**src/rtl/mips_mc_controller_if.sv**
```systemverilog
// Control bundle between the multicycle MIPS controller and its datapath/memory.
// The controller takes the master view; the datapath side takes the slave view.
interface mips_mc_controller_if;
  logic [5:0] opcode;
  logic [5:0] func;
  logic       zero;
  logic       PCWrite;
  logic       PCWriteCon;
  logic       IorD;
  logic       mem_read;
  logic       mem_write;
  logic       IR_write;
  logic       RegDst;
  logic [1:0] RegWrDst;
  logic       reg_write;
  logic       ALUSrcA;
  logic [1:0] ALUSrcB;
  logic [2:0] alu_op;
  logic [1:0] pc_src;

  modport master (
    input  opcode, func, zero,
    output PCWrite, PCWriteCon, IorD, mem_read, mem_write, IR_write,
           RegDst, RegWrDst, reg_write, ALUSrcA, ALUSrcB, alu_op, pc_src
  );

  modport slave (
    output opcode, func, zero,
    input  PCWrite, PCWriteCon, IorD, mem_read, mem_write, IR_write,
           RegDst, RegWrDst, reg_write, ALUSrcA, ALUSrcB, alu_op, pc_src
  );
endinterface

```
**src/rtl/mips_mc_controller.sv**
```systemverilog
// Multicycle MIPS control FSM: Moore outputs decoded from the state register,
// with func/opcode selecting the ALU operation in the execute states.
module mips_mc_controller (
  input logic                  clk,
  input logic                  rst,
  mips_mc_controller_if.master bus
);

  typedef enum logic [3:0] {
    S_IDLE    = 4'd0,
    S_FETCH   = 4'd1,
    S_DECODE  = 4'd2,
    S_MEM_ADR = 4'd3,
    S_MEM_RD  = 4'd4,
    S_MEM_WB  = 4'd5,
    S_MEM_WR  = 4'd6,
    S_R_EXEC  = 4'd7,
    S_R_WB    = 4'd8,
    S_I_EXEC  = 4'd9,
    S_I_WB    = 4'd10,
    S_BRANCH  = 4'd11,
    S_JUMP    = 4'd12,
    S_JAL     = 4'd13,
    S_JR      = 4'd14
  } state_e;

  localparam logic [5:0] OP_RTYPE = 6'b000000;
  localparam logic [5:0] OP_LW    = 6'b100011;
  localparam logic [5:0] OP_SW    = 6'b101011;
  localparam logic [5:0] OP_BEQ   = 6'b000100;
  localparam logic [5:0] OP_ADDI  = 6'b001000;
  localparam logic [5:0] OP_SLTI  = 6'b001010;
  localparam logic [5:0] OP_J     = 6'b000010;
  localparam logic [5:0] OP_JAL   = 6'b000011;
  localparam logic [5:0] FN_JR    = 6'b001000;

  localparam logic [2:0] ALU_ADD = 3'b000;
  localparam logic [2:0] ALU_SUB = 3'b001;
  localparam logic [2:0] ALU_AND = 3'b010;
  localparam logic [2:0] ALU_OR  = 3'b011;
  localparam logic [2:0] ALU_SLT = 3'b100;

  state_e state_q, state_d;

  logic       pc_write_s, pc_write_con_s, iord_s, mem_read_s, mem_write_s;
  logic       ir_write_s, reg_dst_s, reg_write_s, alu_src_a_s;
  logic [1:0] reg_wr_dst_s, alu_src_b_s, pc_src_s;
  logic [2:0] alu_op_s;

  function automatic logic is_r_func(input logic [5:0] f);
    case (f)
      6'b100000, 6'b100010, 6'b100100, 6'b100101, 6'b101010: is_r_func = 1'b1;
      default:                                               is_r_func = 1'b0;
    endcase
  endfunction

  function automatic logic [2:0] r_alu(input logic [5:0] f);
    case (f)
      6'b100010: r_alu = ALU_SUB;
      6'b100100: r_alu = ALU_AND;
      6'b100101: r_alu = ALU_OR;
      6'b101010: r_alu = ALU_SLT;
      default:   r_alu = ALU_ADD;
    endcase
  endfunction

  // State register; reset parks the FSM in IDLE with every strobe low.
  always_ff @(posedge clk or negedge rst) begin
    if (!rst) begin
      state_q <= S_IDLE;
    end else begin
      state_q <= state_d;
    end
  end

  // Next-state logic; unsupported instructions and stray encodings fall back to FETCH.
  always_comb begin
    state_d = S_FETCH;
    case (state_q)
      S_IDLE:    state_d = S_FETCH;
      S_FETCH:   state_d = S_DECODE;
      S_DECODE: begin
        case (bus.opcode)
          OP_RTYPE: begin
            if (is_r_func(bus.func)) begin
              state_d = S_R_EXEC;
            end else if (bus.func == FN_JR) begin
              state_d = S_JR;
            end else begin
              state_d = S_FETCH;
            end
          end
          OP_LW, OP_SW:     state_d = S_MEM_ADR;
          OP_BEQ:           state_d = S_BRANCH;
          OP_ADDI, OP_SLTI: state_d = S_I_EXEC;
          OP_J:             state_d = S_JUMP;
          OP_JAL:           state_d = S_JAL;
          default:          state_d = S_FETCH;
        endcase
      end
      S_MEM_ADR: begin
        if (bus.opcode == OP_LW) begin
          state_d = S_MEM_RD;
        end else begin
          state_d = S_MEM_WR;
        end
      end
      S_MEM_RD:  state_d = S_MEM_WB;
      S_R_EXEC:  state_d = S_R_WB;
      S_I_EXEC:  state_d = S_I_WB;
      default:   state_d = S_FETCH;
    endcase
  end

  // Moore output decode; anything not named for a state stays low.
  always_comb begin
    pc_write_s     = 1'b0;
    pc_write_con_s = 1'b0;
    iord_s         = 1'b0;
    mem_read_s     = 1'b0;
    mem_write_s    = 1'b0;
    ir_write_s     = 1'b0;
    reg_dst_s      = 1'b0;
    reg_wr_dst_s   = 2'b00;
    reg_write_s    = 1'b0;
    alu_src_a_s    = 1'b0;
    alu_src_b_s    = 2'b00;
    alu_op_s       = ALU_ADD;
    pc_src_s       = 2'b00;
    case (state_q)
      S_FETCH: begin
        mem_read_s  = 1'b1;
        ir_write_s  = 1'b1;
        alu_src_b_s = 2'b01;
        pc_write_s  = 1'b1;
      end
      S_DECODE:  alu_src_b_s = 2'b11;
      S_MEM_ADR: begin
        alu_src_a_s = 1'b1;
        alu_src_b_s = 2'b10;
      end
      S_MEM_RD: begin
        mem_read_s = 1'b1;
        iord_s     = 1'b1;
      end
      S_MEM_WB: begin
        reg_write_s  = 1'b1;
        reg_wr_dst_s = 2'b01;
      end
      S_MEM_WR: begin
        mem_write_s = 1'b1;
        iord_s      = 1'b1;
      end
      S_R_EXEC: begin
        alu_src_a_s = 1'b1;
        alu_op_s    = r_alu(bus.func);
      end
      S_R_WB: begin
        reg_write_s = 1'b1;
        reg_dst_s   = 1'b1;
      end
      S_I_EXEC: begin
        alu_src_a_s = 1'b1;
        alu_src_b_s = 2'b10;
        if (bus.opcode == OP_SLTI) begin
          alu_op_s = ALU_SLT;
        end else begin
          alu_op_s = ALU_ADD;
        end
      end
      S_I_WB:    reg_write_s = 1'b1;
      S_BRANCH: begin
        alu_src_a_s    = 1'b1;
        alu_op_s       = ALU_SUB;
        pc_write_con_s = 1'b1;
        pc_src_s       = 2'b01;
      end
      S_JUMP: begin
        pc_write_s = 1'b1;
        pc_src_s   = 2'b10;
      end
      // PC already holds PC+4 here, so $31 captures the return address as the jump loads.
      S_JAL: begin
        pc_write_s   = 1'b1;
        pc_src_s     = 2'b10;
        reg_write_s  = 1'b1;
        reg_wr_dst_s = 2'b10;
      end
      S_JR: begin
        pc_write_s = 1'b1;
        pc_src_s   = 2'b11;
      end
      default: begin
        pc_write_s = 1'b0;
      end
    endcase
  end

  assign bus.PCWrite    = pc_write_s;
  assign bus.PCWriteCon = pc_write_con_s;
  assign bus.IorD       = iord_s;
  assign bus.mem_read   = mem_read_s;
  assign bus.mem_write  = mem_write_s;
  assign bus.IR_write   = ir_write_s;
  assign bus.RegDst     = reg_dst_s;
  assign bus.RegWrDst   = reg_wr_dst_s;
  assign bus.reg_write  = reg_write_s;
  assign bus.ALUSrcA    = alu_src_a_s;
  assign bus.ALUSrcB    = alu_src_b_s;
  assign bus.alu_op     = alu_op_s;
  assign bus.pc_src     = pc_src_s;

endmodule

```
**src/flat_wrapper.sv**
```systemverilog
// flat-port wrapper written by rule: the top's interface ports become plain ports
module mips_mc_controller_flat 
  (clk, rst, bus_opcode, bus_func, bus_zero, bus_PCWrite, bus_PCWriteCon, bus_IorD, bus_mem_read, bus_mem_write, bus_IR_write, bus_RegDst, bus_RegWrDst, bus_reg_write, bus_ALUSrcA, bus_ALUSrcB, bus_alu_op, bus_pc_src);
  mips_mc_controller_if bus_i ();
  input logic clk;
  input logic rst;
  input wire logic [$bits(bus_i.opcode)-1:0] bus_opcode;
  input wire logic [$bits(bus_i.func)-1:0] bus_func;
  input wire logic [$bits(bus_i.zero)-1:0] bus_zero;
  output wire logic [$bits(bus_i.PCWrite)-1:0] bus_PCWrite;
  output wire logic [$bits(bus_i.PCWriteCon)-1:0] bus_PCWriteCon;
  output wire logic [$bits(bus_i.IorD)-1:0] bus_IorD;
  output wire logic [$bits(bus_i.mem_read)-1:0] bus_mem_read;
  output wire logic [$bits(bus_i.mem_write)-1:0] bus_mem_write;
  output wire logic [$bits(bus_i.IR_write)-1:0] bus_IR_write;
  output wire logic [$bits(bus_i.RegDst)-1:0] bus_RegDst;
  output wire logic [$bits(bus_i.RegWrDst)-1:0] bus_RegWrDst;
  output wire logic [$bits(bus_i.reg_write)-1:0] bus_reg_write;
  output wire logic [$bits(bus_i.ALUSrcA)-1:0] bus_ALUSrcA;
  output wire logic [$bits(bus_i.ALUSrcB)-1:0] bus_ALUSrcB;
  output wire logic [$bits(bus_i.alu_op)-1:0] bus_alu_op;
  output wire logic [$bits(bus_i.pc_src)-1:0] bus_pc_src;
  assign bus_i.opcode = bus_opcode;
  assign bus_i.func = bus_func;
  assign bus_i.zero = bus_zero;
  assign bus_PCWrite = bus_i.PCWrite;
  assign bus_PCWriteCon = bus_i.PCWriteCon;
  assign bus_IorD = bus_i.IorD;
  assign bus_mem_read = bus_i.mem_read;
  assign bus_mem_write = bus_i.mem_write;
  assign bus_IR_write = bus_i.IR_write;
  assign bus_RegDst = bus_i.RegDst;
  assign bus_RegWrDst = bus_i.RegWrDst;
  assign bus_reg_write = bus_i.reg_write;
  assign bus_ALUSrcA = bus_i.ALUSrcA;
  assign bus_ALUSrcB = bus_i.ALUSrcB;
  assign bus_alu_op = bus_i.alu_op;
  assign bus_pc_src = bus_i.pc_src;
  mips_mc_controller u_core (.clk(clk), .rst(rst), .bus(bus_i));
endmodule
```
**config.mk**
```make
export PLATFORM = sky130hd
export DESIGN_NAME = mips_mc_controller_flat
export DESIGN_NICKNAME = d
export VERILOG_FILES = /design/src/rtl/mips_mc_controller_if.sv /design/src/rtl/mips_mc_controller.sv /design/src/flat_wrapper.sv
export SDC_FILE = /design/constraint.sdc
export NUM_CORES = 1
export LEC_CHECK = 0
export ABC_AREA = 1
export CORE_ASPECT_RATIO = 1.2
export CORE_MARGIN = 2
export CORE_UTILIZATION = 34
export CTS_BUF_LIST = sky130_fd_sc_hd__clkbuf_8
export DETAILED_ROUTE_END_ITERATION = 10
export PLACE_DENSITY = 0.73
export SYNTH_ARGS = -nofsm -noshare
export SYNTH_HDL_FRONTEND = slang
export SYNTH_SLANG_ARGS = --single-unit
```
**constraint.sdc**
```tcl
create_clock -name clk -period 1.85 [get_ports clk]
set_input_delay 0.185 -clock clk [delete_from_list [all_inputs] [get_ports clk]]
set_output_delay 0.185 -clock clk [all_outputs]
set_load 0.03 [all_outputs]
```
Word level (Yosys, flattened, before mapping)
Index checks and enable logic that the tools add are counted.
{"block": "word_totals", "reg_bits": 4, "output_inout_bits": 18, "in_bits": 15}
{"block": "op_classes", "mux": 23, "eq_ne": 27, "n_reduce_logical": 11}
{"cell": "$pmux W4 S6", "n": 2}
{"cell": "$eq A6 B6 Y1 const B", "n": 7}
{"cell": "$eq A4 B4 Y1 const B", "n": 7}
{"cell": "$eq A6 B4 Y1 const B", "n": 3}
{"cell": "$eq A4 B3 Y1 const B", "n": 4}
{"cell": "$eq A6 B2 Y1 const B", "n": 2}
{"cell": "$mux W1", "n": 12}
{"cell": "$pmux W2 S3", "n": 2}
{"cell": "$pmux W3 S4", "n": 1}
{"cell": "$reduce_or A2 Y1", "n": 6}
{"cell": "$reduce_or A4 Y1", "n": 3}
{"cell": "$pmux W3 S3", "n": 1}
{"cell": "$eq A4 B2 Y1 const B", "n": 2}
{"cell": "$mux W4", "n": 2}
{"cell": "$eq A6 B3 Y1 const B", "n": 1}
{"cell": "$logic_not A6 Y1", "n": 1}
{"cell": "$reduce_or A5 Y1", "n": 1}
{"cell": "$eq A4 B1 Y1 const B", "n": 1}
{"cell": "$pmux W2 S2", "n": 1}
{"cell": "$mux W3", "n": 1}
{"cell": "$mux W2", "n": 1}

Longest topological paths before layout
Gate-level depths: netlist (run 1).
{"block": "logic_depth", "ltp_word": 8, "ltp_mapped": 9}

Worst setup path after synthesis (run 1)
OpenSTA, ideal clock, no wires.
{"block": "synth_path", "path_kind": "register -> output", "from": "register u_core.state_q[2]", "to": "output bus_pc_src[0]", "path_slack_ps": 152, "stages_incl_launch_ff": 6, "arrival_time_ps": 1513, "required_time_ps": 1665, "n_path_buf": 0, "cell_sequence": "dfrtp_1 > inv_2 > nand2_2 > nor2_1 > inv_1 > o21ai_0"}
{"block": "synth_via", "elab_chain_cells": 3, "word_cells_on_any_way": 6, "cone_classes": "eq/ne (4); mux (1); reduce/logical (1)"}
{"item": "start, declared", "line": "mips_mc_controller.sv:43", "source": "state_e state_q, state_d;"}
{"item": "start signal, assigned", "line": "mips_mc_controller.sv:72", "source": "state_q <= state_d;"}
{"item": "$eq A4 B4 Y1", "line": "mips_mc_controller.sv:130", "source": "case (state_q)"}
{"item": "$reduce_or A2 Y1 (no source line)"}
{"item": "$pmux W2 S3 *", "line": "mips_mc_controller.sv:130"}
{"item": "end, declared", "line": "flat_wrapper.sv:22", "source": "output wire logic [$bits(bus_i.pc_src)-1:0] bus_pc_src;"}
Every way passes the cells marked *; elsewhere a longest branch is shown, timed or not.

Final worst setup path (run 1)
{"block": "layout_path", "from": "register u_core.state_q[2]", "to": "output bus_RegDst"}
{"block": "layout_via", "elab_chain_cells": 2}
{"item": "$eq A4 B4 Y1", "line": "mips_mc_controller.sv:130"}
{"item": "$mux W1", "line": "mips_mc_controller.sv:130"}
{"item": "end, declared", "line": "flat_wrapper.sv:16", "source": "output wire logic [$bits(bus_i.RegDst)-1:0] bus_RegDst;"}
No other way between the ends.

==> flow_results.xml, run 1 <==
<?xml version="1.0" encoding="UTF-8"?>
<metrics>
  <group name="clock_network">
    <metric name="cts_hold_repair.buffers" unit="">0</metric>
    <metric name="clkSinkCount" unit="">4</metric>
    <metric name="clock_tree.buffer_depth" unit="">2</metric>
    <metric name="ctsHtreeMaxLevel" unit="">1</metric>
    <metric name="clock_latency_reported_for_the_late_side_of_the_worst_skew_pair" unit="ns">0.22</metric>
    <metric name="clockRootBuffer" unit="">clkbuf_8</metric>
    <metric name="cts_tree" unit="">done</metric>
    <metric name="numCtsBuffers" unit="">3</metric>
    <metric name="cts.reportedPaths.clkPinSlew" unit="ns">0.03</metric>
  </group>
  <group name="final_layout">
    <metric name="num-fill-cells" unit="">178</metric>
    <metric name="final-seq-area" unit="um^2">100</metric>
    <metric name="layout.cells.most_common" unit="">nor2_1</metric>
    <metric name="antenna_cells_inserted" unit="">0</metric>
    <metric name="largest_register_ff_count" unit="">4</metric>
    <metric name="regs_by_ff_count" unit="">u_core.state_q (4)</metric>
    <metric name="layout_common_cells" unit="">nor2_1 (26), nand2_1 (25), inv_1 (19)</metric>
    <metric name="register_containing_the_most_flip_flops_in_the_final_layout" unit="">u_core.state_q</metric>
    <metric name="multi_input_area" unit="um^2">394</metric>
    <metric name="nets" unit="">162</metric>
    <metric name="post-route-cell-area" unit="um^2">967</metric>
    <metric name="syn2layout_area_growth" unit="%">68.8</metric>
    <metric name="post_route_cells_drive_above_1_share" unit="">0.159</metric>
  </group>
  <group name="synthesis">
    <metric name="synthAdderAreaFrac" unit="">0</metric>
    <metric name="post_synth_instance_area" unit="um^2">573</metric>
    <metric name="synth_warnings" unit="">0</metric>
    <metric name="synth_cell_type_count" unit="">17</metric>
    <metric name="synth-compound-area-share" unit="">0.0917</metric>
    <metric name="yosys_register_bits" unit="">4</metric>
    <metric name="syn_avg_cell_area" unit="um^2">5.31</metric>
    <metric name="postSynthNetCount" unit="">123</metric>
    <metric name="ys_seq_area_frac" unit="">0.175</metric>
    <metric name="synthesis.instances" unit="">108</metric>
    <metric name="synth_xor_xnor_area_share" unit="">0</metric>
    <metric name="synth_simple_gate_area_frac" unit="">0.596</metric>
    <metric name="synth_top_family_by_area" unit="">simple AND/OR/NAND/NOR gates</metric>
    <metric name="mux_cell_area_share_after_synthesis" unit="">0</metric>
  </group>
  <group name="floorplan">
    <metric name="starting_density_of_the_core" unit="">0.358</metric>
    <metric name="fp.dieArea" unit="um^2">2030</metric>
    <metric name="row_count" unit="">16</metric>
    <metric name="io_pins" unit="">33</metric>
    <metric name="floorplan.die.width" unit="um">41.5</metric>
    <metric name="floorplan.core_area" unit="um^2">1600</metric>
    <metric name="die_span_in_y" unit="um">49.0</metric>
  </group>
  <group name="setup_path">
    <metric name="timing.critical_path.slowest_cell_delay" unit="ns">0.68</metric>
    <metric name="worst-setup-path-type" unit="">register to primary output</metric>
    <metric name="worstReg2RegEnd" unit="">u_core.state_q[0]$_DFF_PN0_</metric>
    <metric name="worst-path-max-fanout" unit="">5</metric>
    <metric name="crit_arrival" unit="ns">1.60</metric>
    <metric name="critPathCaptureType" unit="">primary output</metric>
    <metric name="timing.critical_path.to" unit="">bus_RegDst</metric>
    <metric name="cp-start-kind" unit="">register</metric>
    <metric name="critical-path-slowest-cell" unit="">clkdlybuf4s50_1</metric>
    <metric name="required" unit="ns">1.66</metric>
    <metric name="r2r_setup_slack" unit="ns">0.56</metric>
    <metric name="startpoint" unit="">u_core.state_q[2]$_DFF_PN0_</metric>
    <metric name="critical_path.cell_chain" unit="">inv_2 -&gt; nand2_2 -&gt; nor2_1 -&gt; clkdlybuf4s50_1</metric>
    <metric name="worst_r2r_path_depth" unit="">7</metric>
    <metric name="worstReg2RegStart" unit="">u_core.state_q[1]$_DFF_PN0_</metric>
  </group>
  <group name="detailed_routing">
    <metric name="routed_via_density" unit="">4.79</metric>
    <metric name="dr.first_iter.drc_count" unit="">4</metric>
    <metric name="drt_first_pass_iters" unit="">4</metric>
    <metric name="antenna_left" unit="">0</metric>
    <metric name="avgRoutedWirePerCell" unit="um">9.66</metric>
    <metric name="vias" unit="">781</metric>
    <metric name="drt_drc_violations_left" unit="">0</metric>
    <metric name="wl" unit="um">1570</metric>
  </group>
  <group name="job">
    <metric name="cap_viol_max_count" unit="">0</metric>
  </group>
  <group name="sta">
    <metric name="finalClockSkew" unit="ns">0.00250</metric>
    <metric name="holdWs" unit="ns">0.162</metric>
    <metric name="grt_setup_unrepaired" unit="">false</metric>
    <metric name="setup_viol_count_final" unit="">0</metric>
    <metric name="max_slew.worst_pin.slew" unit="ns">0.327</metric>
    <metric name="fin_crit_sh" unit="">0.966</metric>
    <metric name="fmaxAchievable" unit="GHz">0.560</metric>
    <metric name="max_slew_margin" unit="">0.782</metric>
    <metric name="finalSetupTns" unit="ns">0</metric>
    <metric name="timing.final.max_slew_violations" unit="">0</metric>
    <metric name="fin_crit_period" unit="ns">1.79</metric>
    <metric name="final_hold_viol_count" unit="">0</metric>
  </group>
  <group name="placement">
    <metric name="detailedPlacementHpwl" unit="um">1370</metric>
    <metric name="place.port_buffers" unit="">31</metric>
    <metric name="place_area" unit="um^2">921</metric>
    <metric name="gp_congestion" unit="">0.855</metric>
  </group>
  <group name="power_and_ir_drop">
    <metric name="power.switching" unit="mW">0.725</metric>
    <metric name="internal_power" unit="mW">0.607</metric>
    <metric name="comb_power_share" unit="">0.734</metric>
    <metric name="leakage" unit="nW">0.590</metric>
    <metric name="swShare" unit="">0.544</metric>
    <metric name="power_density_cells" unit="nW/um^2">1380</metric>
    <metric name="ir_worst_vdd" unit="mV">0.645</metric>
    <metric name="power_frac_seq" unit="">0.129</metric>
    <metric name="power_frac_clock" unit="">0.137</metric>
  </group>
  <group name="grt">
    <metric name="global_route.peak_usage_layer" unit="">met2</metric>
    <metric name="globalRouteOverflowTotal" unit="">0</metric>
    <metric name="gr-usage-met2" unit="">0.305</metric>
    <metric name="grt_antenna_before_repair" unit="">0</metric>
    <metric name="global_route.usage.total" unit="">0.173</metric>
    <metric name="grt_pass1_vias" unit="">732</metric>
    <metric name="met1_usage" unit="">0.191</metric>
    <metric name="largest_net_degree_at_the_start_of_global_routing" unit="">8</metric>
    <metric name="wire_length_of_the_first_global_routing_pass" unit="um">2790</metric>
    <metric name="groute.layer.met3.usage" unit="">0.0222</metric>
  </group>
  <group name="worst_hold_path">
    <metric name="worst_hold_path_type" unit="">input pin to async pin</metric>
  </group>
  <group name="outcome">
    <metric name="status" unit="">finished, final reports clean</metric>
  </group>
</metrics>
==> layout make-up <==
| class | instances | share of cell area |
|---|---|---|
| multi-input cells | 83 | 0.408 |
| repair buffers | 34 | 0.342 |
| flip-flops and latches | 4 | 0.103 |
| inverters | 21 | 0.0815 |
| clock buffers | 3 | 0.0427 |
| well taps | 18 | 0.0233 |
==> worst min path at each step <==
stage                     startpoint                     endpoint  depth (start not counted)
final                            rst  u_core.state_q[2]$_DFF_PN0_                          1
after global routing             rst  u_core.state_q[2]$_DFF_PN0_                          1
after CTS                        rst  u_core.state_q[2]$_DFF_PN0_                          1
after detailed placement         rst  u_core.state_q[0]$_DFF_PN0_                          1
after global placement           rst  u_core.state_q[0]$_DFF_PN0_                          1
after floorplan                  rst  u_core.state_q[0]$_DFF_PN0_                          0
==> cells in the mapped netlist <==
library cell,count,area share
nand3b_1,1,0.013
a22oi_1,1,0.013
o22ai_1,2,0.022
nand2_1,25,0.16
inv_1,19,0.12
o31ai_2,1,0.022
nor2_2,4,0.044
dfrtp_1,4,0.17
inv_2,2,0.013
nor4_2,1,0.022
nor2_1,26,0.17
nand3_1,10,0.087
o21ai_0,3,0.026
nand2_2,5,0.055
nor2_4,1,0.020
a21oi_1,1,0.0087
nand4_1,2,0.022
==> logic make-up after synthesis <==
logic type             after synthesis
buffers and inverters               21
DFF                                  4
AOI/OAI and AO/OA                    8
and+or+nand+nor                     75
==> repair_timing <==
action                                  4_1_cts  5_1_grt
gates resized for setup                       8        7
endpoints found under the setup margin        8        7
buffers inserted                              0        0
==> metrics by stage <==
stage               power [mW]  utilization  std cells  setup slack (ns)
global placement          1.22        0.575        160            0.0583
finish                    1.33        0.604        163            0.0635
detailed placement        1.23        0.575        160            0.0422
CTS                       1.34        0.595        163            0.0136
global route              1.43        0.604        163           0.00226
floorplan                0.816            -        108             0.152
==> power by group through the flow <==
stage	sequential, mW	clock (mW)	combinational, mW
after floorplan	0.165	0	0.651
after global placement	0.170	0	1.05
after detailed placement	0.173	0	1.06
after CTS	0.171	0.184	0.980
after global routing	0.179	0.190	1.06
final	0.172	0.182	0.977
==> worst max-delay path: cells and delay by family (launching register included) <==
kind | cells | cell delay [ns]
buf+inv | 2 | 0.78
flops | 1 | 0.41
simple gates | 2 | 0.21
==> routing by layer <==
layer	vias to the layer above	share of wire
li1	414	-
met5	-	0
met2	31	0.52
met3	9	0.053
met1	327	0.39
met4	0	0.036
(Power assumes the default switching activity.)
==> run 2: changes to the inputs <==
- CORE_MARGIN: 2 -> 5
==> flow_results.xml, run 2 (synthesis gave the netlist of run 1 again) <==
<?xml version="1.0" encoding="UTF-8"?>
<metrics>
  <group name="sta">
    <metric name="fin_crit_period" unit="ns">1.78</metric>
    <metric name="fin_crit_sh" unit="">0.960</metric>
    <metric name="grt_setup_unrepaired" unit="">false</metric>
    <metric name="finalSetupTns" unit="ns">0</metric>
    <metric name="timing.final.max_slew_violations" unit="">0</metric>
    <metric name="max_slew_margin" unit="">0.780</metric>
    <metric name="finalClockSkew" unit="ns">0.00422</metric>
    <metric name="setup_viol_count_final" unit="">0</metric>
    <metric name="max_slew.worst_pin.slew" unit="ns">0.330</metric>
    <metric name="holdWs" unit="ns">0.165</metric>
    <metric name="fmaxAchievable" unit="GHz">0.563</metric>
    <metric name="final_hold_viol_count" unit="">0</metric>
  </group>
  <group name="clock_network">
    <metric name="clock_latency_reported_for_the_late_side_of_the_worst_skew_pair" unit="ns">0.22</metric>
    <metric name="numCtsBuffers" unit="">3</metric>
    <metric name="clkSinkCount" unit="">4</metric>
    <metric name="ctsHtreeMaxLevel" unit="">1</metric>
    <metric name="cts.reportedPaths.clkPinSlew" unit="ns">0.03</metric>
    <metric name="cts_hold_repair.buffers" unit="">0</metric>
    <metric name="cts_tree" unit="">done</metric>
    <metric name="clockRootBuffer" unit="">clkbuf_8</metric>
    <metric name="clock_tree.buffer_depth" unit="">2</metric>
    <metric name="cts_setup_buffers" unit="">0</metric>
  </group>
  <group name="detailed_routing">
    <metric name="dr.first_iter.drc_count" unit="">10</metric>
    <metric name="drt_drc_violations_left" unit="">0</metric>
    <metric name="drt_first_pass_iters" unit="">4</metric>
    <metric name="antenna_left" unit="">0</metric>
    <metric name="avgRoutedWirePerCell" unit="um">10.5</metric>
    <metric name="routed_via_density" unit="">4.81</metric>
    <metric name="vias" unit="">784</metric>
    <metric name="wl" unit="um">1720</metric>
  </group>
  <group name="power_and_ir_drop">
    <metric name="ir_worst_vdd" unit="mV">0.626</metric>
    <metric name="leakage" unit="nW">0.603</metric>
    <metric name="power_density_cells" unit="nW/um^2">1390</metric>
    <metric name="design_power_total" unit="mW">1.34</metric>
  </group>
  <group name="final_layout">
    <metric name="num-fill-cells" unit="">172</metric>
    <metric name="post_route_cells_drive_above_1_share" unit="">0.159</metric>
    <metric name="syn2layout_area_growth" unit="%">69.2</metric>
    <metric name="regs_by_ff_count" unit="">u_core.state_q (4)</metric>
    <metric name="nets" unit="">162</metric>
    <metric name="multi_input_area" unit="um^2">394</metric>
    <metric name="final-seq-area" unit="um^2">100</metric>
    <metric name="layout_common_cells" unit="">nor2_1 (26), nand2_1 (25), inv_1 (19)</metric>
    <metric name="largest_register_ff_count" unit="">4</metric>
    <metric name="post-route-cell-area" unit="um^2">970</metric>
    <metric name="layout.cells.most_common" unit="">nor2_1</metric>
    <metric name="antenna_cells_inserted" unit="">0</metric>
    <metric name="register_containing_the_most_flip_flops_in_the_final_layout" unit="">u_core.state_q</metric>
  </group>
  <group name="floorplan">
    <metric name="io_pins" unit="">33</metric>
    <metric name="floorplan.core_area" unit="um^2">1620</metric>
    <metric name="row_count" unit="">16</metric>
    <metric name="fp.dieArea" unit="um^2">2610</metric>
    <metric name="floorplan.die.width" unit="um">47.5</metric>
    <metric name="die_span_in_y" unit="um">55.0</metric>
    <metric name="starting_density_of_the_core" unit="">0.353</metric>
  </group>
  <group name="setup_path">
    <metric name="cp-start-kind" unit="">register</metric>
    <metric name="critPathCaptureType" unit="">primary output</metric>
    <metric name="worstReg2RegEnd" unit="">u_core.state_q[0]$_DFF_PN0_</metric>
    <metric name="worst-setup-path-type" unit="">register to primary output</metric>
    <metric name="worstReg2RegStart" unit="">u_core.state_q[2]$_DFF_PN0_</metric>
    <metric name="worst_r2r_path_depth" unit="">7</metric>
    <metric name="required" unit="ns">1.66</metric>
    <metric name="worst-path-max-fanout" unit="">5</metric>
    <metric name="r2r_setup_slack" unit="ns">0.68</metric>
    <metric name="timing.critical_path.to" unit="">bus_RegDst</metric>
    <metric name="startpoint" unit="">u_core.state_q[2]$_DFF_PN0_</metric>
    <metric name="crit_arrival" unit="ns">1.59</metric>
  </group>
  <group name="placement">
    <metric name="place.port_buffers" unit="">31</metric>
    <metric name="place_area" unit="um^2">921</metric>
    <metric name="gp_congestion" unit="">0.870</metric>
    <metric name="detailedPlacementHpwl" unit="um">1440</metric>
  </group>
  <group name="job">
    <metric name="cap_viol_max_count" unit="">0</metric>
  </group>
  <group name="grt">
    <metric name="global_route.usage.total" unit="">0.154</metric>
    <metric name="met1_usage" unit="">0.156</metric>
    <metric name="wire_length_of_the_first_global_routing_pass" unit="um">2850</metric>
    <metric name="gr-usage-met2" unit="">0.281</metric>
    <metric name="grt_pass1_vias" unit="">736</metric>
    <metric name="global_route.peak_usage_layer" unit="">met2</metric>
    <metric name="groute.layer.met3.usage" unit="">0.0259</metric>
    <metric name="largest_net_degree_at_the_start_of_global_routing" unit="">6</metric>
    <metric name="grt_antenna_before_repair" unit="">0</metric>
    <metric name="globalRouteOverflowTotal" unit="">0</metric>
  </group>
  <group name="outcome">
    <metric name="status" unit="">finished, final reports clean</metric>
  </group>
  <group name="worst_hold_path">
    <metric name="worst_hold_path_type" unit="">input pin to async pin</metric>
  </group>
</metrics>
-- run 2: changes by cell type in the layout (fill, tap and decap cells not counted) --
cell             previous run  this run
clkdlybuf4s15_1             2         1
dlymetal6s2s_1              5         6
-- run 2: power by group --
part / switching, mW / internal (mW)
combinational: 0.637 / 0.352
clock: 0.0461 / 0.139
sequential: 0.0416 / 0.128
total: 0.725 / 0.619
-- run 2: worst min path at each step --
stage                                  endpoint  cells after the start
detailed placement  u_core.state_q[3]$_DFF_PN0_                      1
global route        u_core.state_q[1]$_DFF_PN0_                      1
finish              u_core.state_q[1]$_DFF_PN0_                      1
CTS                 u_core.state_q[1]$_DFF_PN0_                      1
floorplan           u_core.state_q[0]$_DFF_PN0_                      0
global placement    u_core.state_q[3]$_DFF_PN0_                      1
-- run 2: stage by stage --
step | setup slack, ns | cells | util
6_report | 0.0734 | 163 | 0.598
5_1_grt | 0.00384 | 163 | 0.598
4_1_cts | 0.0148 | 163 | 0.588
3_5_place_dp | 0.0436 | 160 | 0.568
3_3_place_gp | 0.0612 | 160 | 0.568
2_1_floorplan | 0.152 | 108 | -
-- run 2: area by class of cell --
cell class                      count  area share
Clock buffer                        3      0.0426
Multi-Input combinational cell     83       0.406
Sequential cell                     4       0.103
Timing Repair Buffer               34       0.343
Inverter                           21      0.0813
Tap cell                           18      0.0232
-- run 2: repair_timing --
item	CTS	global route
endpoints found under the setup margin	7	7
resized for setup	7	7
cloned	0	0
pin swaps	0	0
-- run 2: worst max-delay path, stage by stage, from the launching register on --
cell,delay [ns]
dfrtp_1,0.40
inv_2,0.09
nand2_2,0.08
nor2_1,0.12
clkdlybuf4s50_1,0.68
-- run 2: layer usage --
layer  wire, um  vias up
li1           -      415
met1        617      331
met2        877       33
met3        181        5
met4         42        0
met5          0        -
